### src/rtl/display_scan_controller.sv
// Time-multiplexed 7-segment scanner with a single-entry pending buffer.
// A new value is only promoted to the displayed (active) value at a frame
// boundary, so a frame never mixes digits from two values.
//
// state | meaning
// ------+---------------------------------------------------------
// IDLE  | scanner stopped, outputs dark, pending promoted right away
// BLANK | inter-digit gap, all segments and strobes off
// SHOW  | digit idx strobed with its decoded segments
module display_scan_controller #(
  parameter int NUM_DIGITS   = 3,
  parameter int PRESCALE     = 1000,
  parameter int BLANK_CYCLES = 16
) (
  input  logic                    clk,
  input  logic                    rst_n,
  input  logic                    enable,
  input  logic                    blank_lz,
  input  logic                    load_valid,
  input  logic [4*NUM_DIGITS-1:0] load_bcd,
  output logic                    load_ready,
  output logic [6:0]              seg_out,
  output logic [NUM_DIGITS-1:0]   digit_sel,
  output logic                    frame_done
);

  localparam int IW = (NUM_DIGITS > 1) ? $clog2(NUM_DIGITS) : 1;
  localparam int CP = (PRESCALE > 1) ? $clog2(PRESCALE) : 1;
  localparam int CB = (BLANK_CYCLES > 1) ? $clog2(BLANK_CYCLES) : 1;
  localparam int CW = (CP > CB) ? CP : CB;
  localparam int DW = 4 * NUM_DIGITS;

  localparam logic [CW-1:0] SHOW_LOAD  = CW'(PRESCALE - 1);
  localparam logic [CW-1:0] BLANK_LOAD = (BLANK_CYCLES > 0) ? CW'(BLANK_CYCLES - 1) : '0;
  localparam logic [IW-1:0] LAST_IDX   = IW'(NUM_DIGITS - 1);

  typedef enum logic [1:0] {IDLE, BLANK, SHOW} state_t;

  state_t          state, state_nxt;
  logic [IW-1:0]   idx, idx_nxt;
  logic [CW-1:0]   cnt, cnt_nxt;
  logic [DW-1:0]   active, active_nxt, pending;
  logic            pend_full;
  logic            accept, xfer;
  logic [3:0]      nib;
  logic            lz_here, zero_run;
  logic [6:0]      seg_nxt;
  logic [NUM_DIGITS-1:0] sel_nxt;
  logic            fd_nxt;

  function automatic logic [6:0] decode(input logic [3:0] d);
    case (d)
      4'd0:    decode = 7'h3F;
      4'd1:    decode = 7'h06;
      4'd2:    decode = 7'h5B;
      4'd3:    decode = 7'h4F;
      4'd4:    decode = 7'h66;
      4'd5:    decode = 7'h6D;
      4'd6:    decode = 7'h7D;
      4'd7:    decode = 7'h07;
      4'd8:    decode = 7'h7F;
      4'd9:    decode = 7'h6F;
      default: decode = 7'h40;
    endcase
  endfunction

  assign load_ready = ~pend_full;
  assign accept     = load_valid & ~pend_full;
  // frame_done is the registered flag of the current cycle, i.e. the frame's last SHOW cycle
  assign xfer       = (state == IDLE) | frame_done;
  assign active_nxt = (xfer & pend_full) ? pending : active;

  // Next-state logic: down-counter per phase, reload on terminal count
  always_comb begin
    state_nxt = state;
    idx_nxt   = idx;
    cnt_nxt   = cnt;
    if (!enable) begin
      state_nxt = IDLE;
      idx_nxt   = '0;
      cnt_nxt   = '0;
    end else begin
      case (state)
        IDLE: begin
          idx_nxt = '0;
          if (BLANK_CYCLES == 0) begin
            state_nxt = SHOW;
            cnt_nxt   = SHOW_LOAD;
          end else begin
            state_nxt = BLANK;
            cnt_nxt   = BLANK_LOAD;
          end
        end
        BLANK: begin
          if (cnt == '0) begin
            state_nxt = SHOW;
            cnt_nxt   = SHOW_LOAD;
          end else begin
            cnt_nxt = cnt - CW'(1);
          end
        end
        SHOW: begin
          if (cnt == '0) begin
            idx_nxt = (idx == LAST_IDX) ? '0 : idx + IW'(1);
            if (BLANK_CYCLES == 0) begin
              state_nxt = SHOW;
              cnt_nxt   = SHOW_LOAD;
            end else begin
              state_nxt = BLANK;
              cnt_nxt   = BLANK_LOAD;
            end
          end else begin
            cnt_nxt = cnt - CW'(1);
          end
        end
        default: begin
          state_nxt = IDLE;
          idx_nxt   = '0;
          cnt_nxt   = '0;
        end
      endcase
    end
  end

  // Output values for the coming cycle, derived from next state so outputs can be registered
  always_comb begin
    sel_nxt  = '0;
    seg_nxt  = '0;
    fd_nxt   = 1'b0;
    nib      = '0;
    lz_here  = 1'b0;
    zero_run = 1'b1;
    for (int i = NUM_DIGITS - 1; i >= 0; i--) begin
      zero_run = zero_run & (active_nxt[4*i +: 4] == 4'd0);
      if (idx_nxt == IW'(i)) begin
        nib     = active_nxt[4*i +: 4];
        lz_here = zero_run & (i != 0);
      end
    end
    if (state_nxt == SHOW) begin
      sel_nxt = NUM_DIGITS'(1) << idx_nxt;
      seg_nxt = (blank_lz & lz_here) ? 7'h00 : decode(nib);
      fd_nxt  = (cnt_nxt == '0) && (idx_nxt == LAST_IDX);
    end
  end

  // Scanner state register
  always_ff @(posedge clk or negedge rst_n) begin
    if (!rst_n) begin
      state <= IDLE;
      idx   <= '0;
      cnt   <= '0;
    end else begin
      state <= state_nxt;
      idx   <= idx_nxt;
      cnt   <= cnt_nxt;
    end
  end

  // Pending buffer fill on handshake, promotion to active at frame boundary or in IDLE
  always_ff @(posedge clk or negedge rst_n) begin
    if (!rst_n) begin
      pending   <= '0;
      pend_full <= 1'b0;
      active    <= '0;
    end else begin
      active <= active_nxt;
      if (accept) begin
        pending   <= load_bcd;
        pend_full <= 1'b1;
      end else if (xfer) begin
        pend_full <= 1'b0;
      end
    end
  end

  // Registered pad outputs
  always_ff @(posedge clk or negedge rst_n) begin
    if (!rst_n) begin
      seg_out    <= '0;
      digit_sel  <= '0;
      frame_done <= 1'b0;
    end else begin
      seg_out    <= seg_nxt;
      digit_sel  <= sel_nxt;
      frame_done <= fd_nxt;
    end
  end

endmodule
### config.mk
export PLATFORM = sky130hd
export DESIGN_NAME = display_scan_controller
export DESIGN_NICKNAME = d
export VERILOG_FILES = /design/src/rtl/display_scan_controller.sv
export SDC_FILE = /design/constraint.sdc
export NUM_CORES = 1
export LEC_CHECK = 0
export BUFFER_PORTS_ARGS = -buffer_cell sky130_fd_sc_hd__buf_2
export CAP_MARGIN = 15
export CELL_PAD_IN_SITES_DETAIL_PLACEMENT = 2
export CELL_PAD_IN_SITES_GLOBAL_PLACEMENT = 2
export CORE_ASPECT_RATIO = 0.8
export CORE_MARGIN = 2
export CORE_UTILIZATION = 38
export DETAILED_ROUTE_END_ITERATION = 8
export PLACE_DENSITY_LB_ADDON = 0.1
export SLEW_MARGIN = 30
export SYNTH_ARGS = -nofsm -noshare
export SYNTH_HDL_FRONTEND = slang
export SYNTH_SLANG_ARGS = --single-unit
### constraint.sdc
create_clock -name clk -period 3.8 [get_ports clk]
set_clock_uncertainty 0.2 [all_clocks]
set_input_delay 0.19 -clock clk [delete_from_list [all_inputs] [get_ports clk]]
set_output_delay 0.19 -clock clk [all_outputs]
set_load 0.03 [all_outputs]
; After elaboration in Yosys (flattened, before gate mapping)
; Memory sizes are Yosys's and may differ from the RTL's.
; Index checks and enable logic that the tools add are counted.
[word_totals]
ff_bits = 50
wordCells = 58
mem_bits_ro = 112
mem_bits_rw = 0
latchBits = 0
n_memories = 1
inputBits = 17
output_inout_bits = 12
[op_classes]
order_cmp = 0
n_bitwise = 6
muxes = 25
shifts = 1
multipliers = 0
n_reduce_logical = 8
n_div = 0
n_eq_ne = 6
n_addsub = 2
[memory_table]
columns = memory, depth, width, read_ports, rd_ports_with_merged_regs, wr, line_no
row1 = (name not given), 16, 7, 1, 0, 0, 52  ; case (d)
[op_table]
columns = operator, count
row1 = 10-bit 2-to-1 mux, 3
row2 = 10-bit one-hot mux with 3 select lines, 1
row3 = 10-bit logical NOT, 2
row4 = 7-bit 2-to-1 mux, 2
row5 = 12-bit 2-to-1 mux, 1
row6 = 2-bit 2-to-1 mux, 6
row7 = 4-bit 2-to-1 mux, 3
row8 = 10-bit by 1-bit subtractor with 10-bit output (second input constant), 1
row9 = 2-bit == test (second input constant), 4
row10 = 4-bit logical NOT, 2
row11 = 1-bit 2-to-1 mux, 6
row12 = 2-bit one-hot mux with 3 select lines, 1
row13 = 1-bit bitwise AND, 4
row14 = 2-bit by 1-bit == test with 1-bit output (second input constant), 2
row15 = 2-bit logical NOT, 2
row16 = 2-bit one-hot mux with 2 select lines, 1
row17 = 3-bit 2-to-1 mux, 1
row18 = 1-bit by 2-bit << shifter with 3-bit output (first input constant), 1
row19 = 2-bit by 1-bit adder with 2-bit output (second input constant), 1
row20 = 2-bit nonzero test, 1
row21 = 1-bit logical AND, 1
row22 = 1-bit NOT, 1
row23 = 1-bit OR, 1

; Depth between registers and ports, before layout
[depth]
depth_word = 12
mapped_depth = 12

; Worst setup path after synthesis
; No wires, ideal clock.
[synth_path]
kind = reg-to-reg
from = reg state[0]
to = reg seg_out[6]
required_ns = 3.520
synth_period_minus_slack_ns = 2.981
stages_incl_launch_ff = 12
setup_ns = 0.080
n_path_buf = 1
path_slack_ns = 0.819
t_arrival_ns = 2.701
path_cell_list = dfrtp_1 > inv_1 > ha_1 > o21ai_1 > clkbuf_1 > mux2_2 > o31ai_1 > o221a_2 > inv_2 > ha_1 > mux2_2 > a21oi_1
[synth_between]
elab_cells_between_ends = 29
classes_between = eq/ne (5) / mux (15) / bitwise (4) / reduce/logical (4) / memory (1)
[synth_lines]
columns = element, line_no
row1 = "start, declared", 39  ; state_t state, state_nxt;
row2 = "start signal, assigned", 154  ; state <= state_nxt;
row3 = 2-bit logical NOT, 70  ; assign xfer = (state == IDLE) | frame_done;
row4 = 1-bit OR, 70
row5 = 1-bit bitwise AND, 71  ; assign active_nxt = (xfer & pend_full) ? pending : active;
row6 = 12-bit 2-to-1 mux, 71
row7 = net active_nxt[1], 42  ; logic [DW-1:0] active, active_nxt, pending;
row8 = 4-bit 2-to-1 mux, 135  ; if (idx_nxt == IW'(i)) begin
row9 = memory read 16 x 7 bit, n/a
row10 = 7-bit 2-to-1 mux, 142  ; seg_nxt = (blank_lz & lz_here) ? 7'h00 : decode(nib);
row11 = 7-bit 2-to-1 mux, 140  ; if (state_nxt == SHOW) begin
row12 = net seg_nxt[6], 47  ; logic [6:0] seg_nxt;
row13 = "end signal, assigned", 184  ; seg_out <= seg_nxt;
row14 = "end, declared", 22  ; output logic [6:0] seg_out,
; The timed path passes the listed nets, and every way through them passes these cells.
; A chain may end at the register's enable or synchronous reset.

; Worst setup path in the final report
[layout_path]
from = reg cnt[0]
to = reg seg_out[3]
[layout_between]
elab_chain_len = 11
elab_cells_between_ends = 22
classes_between = eq/ne (3) / mux (15) / bitwise (1) / reduce/logical (2) / memory (1)
[layout_rtl]
columns = element, line_no
row1 = "start, declared", 41  ; logic [CW-1:0] cnt, cnt_nxt;
row2 = "start signal, assigned", 156  ; cnt <= cnt_nxt;
row3 = 10-bit logical NOT *, "95, 103"
row4 = 2-bit 2-to-1 mux, 103  ; if (cnt == '0) begin
row5 = 2-bit one-hot mux with 2 select lines, 83  ; case (state)
row6 = 2-bit 2-to-1 mux, 78  ; if (!enable) begin
row7 = 2-bit == test, 135
row8 = 4-bit 2-to-1 mux or 1-bit 2-to-1 mux (tied branches) (3 in a row), 135
row9 = memory read 16 x 7 bit or 1-bit bitwise AND (tied branches), n/a
row10 = 7-bit 2-to-1 mux, 142
row11 = 7-bit 2-to-1 mux *, 140
row12 = net seg_nxt[3], 47
; The timed path passes the listed nets; every way through them passes the cells marked *.

==> results.sh <==
export IMPL_status="complete, no violations"
export IMPL_io_buffers=28
export IMPL_cellPowerDensity_nw_per_um2=811
export IMPL_hold_viol=0
export IMPL_yosys_cell_count_top_type="dfrtp_1"
export IMPL_grt_first_pass_wirelength_um=12200
export IMPL_yosysTopAreaCell="dfrtp_1"
export IMPL_grt_pass1_vias=2340
export IMPL_setup_ws_ns=0.544
export IMPL_detailed_place_hpwl_um=5040
export IMPL_ios=29
export IMPL_grt_usage=0.199
export IMPL_critPathMaxFanout=7
export IMPL_cts_inserted_buffers=5
export IMPL_drc=0
export IMPL_crit_arrival_ns=3.26
export IMPL_dr_total_vias=2054
export IMPL_final_nets=316
export IMPL_power_leakage_nw=1.46
export IMPL_r2r_start="cnt[0]"
export IMPL_grt_overflow_total=0
export IMPL_setup_tns_ns=0
export IMPL_seq_area_frac_synth=0.471
export IMPL_drv_cap=0
export IMPL_grt_max_degree=33
export IMPL_syn_area_um2=2660
export IMPL_die_area_um2=7680
export IMPL_syn_avg_cell_area_um2=10.7
export IMPL_dpl_cell_count=355
export IMPL_peakVddDrop_uv=351
export IMPL_start_util=0.389
export IMPL_cts_sinks=50
export IMPL_synth_fp_nets=275
export IMPL_cp_required_ns=3.81
export IMPL_ys_warn_count=0
export IMPL_insertedDiodeCount=0
export IMPL_slew_limit_headroom=0.546
export IMPL_synth_commonest_cells="50 x dfrtp_1, 19 x inv_1, 16 x nor2_1, 15 x mux2_2, 12 x a21oi_1"
export IMPL_max_stage_delay_ns=0.65
export IMPL_async_reset_ff_frac=1.00
export IMPL_fmax_ghz=0.307
export IMPL_clock_path_buffers=2
export IMPL_holdCritPathClass="input pin to async pin"
export IMPL_crit_chain="inv_1 > ha_1 > or4b_1 > nor4_2 > o31ai_2 > o221a_2 > ha_1 > mux2_4 > o32ai_1"
export IMPL_root_buffer="clkbuf_8"
export IMPL_path_clk_slew_ns=0.10
export IMPL_post_route_cell_area_um2=3140
export IMPL_fin_crit_ns=3.26
export IMPL_synthTopCellsByArea="dfrtp_1 47%, mux2_2 6.4%, ha_1 4.7%"
export IMPL_worstSetupStartpointType="register"
export IMPL_synth_edf_count=0
export IMPL_rr_worst_depth=9
export IMPL_ys_seq_elements=50
export IMPL_tightest_slew_ns=0.678
export IMPL_worstReg2RegEnd="seg_out[3]"
export IMPL_area_growth_syn_to_layout_pct=18.1
export IMPL_placed_cell_area_um2=2880
export IMPL_drive_above_1_share=0.245
export IMPL_timing_final_setup_violations=0
export IMPL_row_count=27
export IMPL_critPathKind="register to register"
export IMPL_via_per_inst=5.45
export IMPL_slew_viol_final=0
export IMPL_tritoncts="yes"
export IMPL_synth_cell_types=56
export IMPL_whs_ns=0.147
export IMPL_core_um2=6820
export IMPL_post_route_period_util=0.857
export IMPL_crit_path_frequent_cell="ha_1"
export IMPL_first_pass_iters=4
export IMPL_worst_path_max_delay_cell="or4b_1"
export IMPL_syn_inst=248
export IMPL_insertion_delay_ns=0.31
export IMPL_h_tree_depth=2
export IMPL_synthFlopType="dfrtp_1"
export IMPL_yosysTopAreaCellShare=0.471
export IMPL_ant_nets=0
export IMPL_final_cells=377
export IMPL_r2r_setup_slack_ns=0.54
export IMPL_chipHeight_um=78.8
export IMPL_wirelength_um=6940
export IMPL_preCtsSetupSlack_ns=0.593
export IMPL_fp_dieW_um=97.5
export IMPL_place_congestion=0.816
export IMPL_endpoint_kind="register"
export IMPL_wire_per_inst_um=18.4
export IMPL_antenna_found_initial=0
export IMPL_drt_iter0_markers=94
export IMPL_rsz0062_at_grt="false"
[flip-flops by register name, indices dropped and copies added, names as in the netlist]
| register | count |
|---|---|
| digit_sel | 3 |
| state | 2 |
| seg_out | 7 |
| pending | 12 |
| frame_done | 1 |
| pend_full | 1 |
| active | 12 |
| cnt | 10 |
| idx | 2 |
[through the flow]
step | total power (W) | utilization
6_report | 0.00254 | 0.460
5_1_grt | 0.00277 | 0.460
4_1_cts | 0.00257 | 0.460
3_5_place_dp | 0.00214 | 0.422
3_3_place_gp | 0.00209 | 0.422
2_1_floorplan | 0.00180 | -
[where the power goes]
part / internal, W / leakage [nW] / switching, W
Sequential: 0.000725 / 0.634 / 0.000130
Combinational: 0.000502 / 0.771 / 0.000786
Clock: 0.000201 / 0.0563 / 0.000199
Total: 0.00143 / 1.46 / 0.00112
[cells in the final DEF (no fill, tap or decap), types with 4 or more instances in the layout]
cell / n
o21ai_1: 4
dfrtp_1: 50
buf_4: 4
nand2_1: 9
inv_1: 19
buf_2: 28
o31ai_1: 7
dlygate4sd3_1: 14
nor2_1: 16
mux2i_1: 10
nor3_1: 7
mux2_2: 15
a21oi_1: 12
ha_1: 10
clkbuf_8: 5
o32ai_1: 5
o21ai_0: 9
[routing by layer]
layer  track usage  share of wire
met1         0.283           0.51
met2         0.328           0.45
met3        0.0282          0.029
met4        0.0417         0.0066
met5             0              0
[worst max path at each step]
stage                         from         end  slack [ns]
after floorplan           state[0]  seg_out[6]        0.82
after global placement      cnt[0]  seg_out[0]        0.71
after detailed placement    cnt[0]  seg_out[3]        0.59
after CTS                   cnt[0]  seg_out[3]        0.52
after global routing      state[0]  seg_out[3]        0.23
final                       cnt[0]  seg_out[3]        0.54
[critical path: cells and delay by family, from the launching register on]
kind | cells | cell delay [ns]
adder cells (fa/ha/maj) | 2 | 0.36
buffers and inverters | 1 | 0.11
flip-flops | 1 | 0.42
AND/OR/NAND/NOR | 2 | 1.04
AO/OA/AOI/OAI | 3 | 0.78
multiplexers | 1 | 0.26
[what timing repair did]
action / CTS / global route
buffers inserted: 0 / 0
endpoints found under the hold margin: 33 / 0
hold buffers: 14 / 0
resized for setup: 0 / 0
[area by class of cell]
class	instances	area [um^2]
clock buffer	5	68.8
clock inverter	3	48.8
fill	753	3690
inverter	20	75.1
multi-input combinational	166	1270
sequential	50	1250
tap	87	109
timing repair buffer	46	310
[cells by family after synthesis]
family / share of synthesized area
buf+inv: 0.0504
flops: 0.471
xor+xnor: 0.0165
fa+ha+maj: 0.0471
compound gates: 0.152
mux: 0.107
simple gates: 0.156
(Power assumes the default switching activity.)
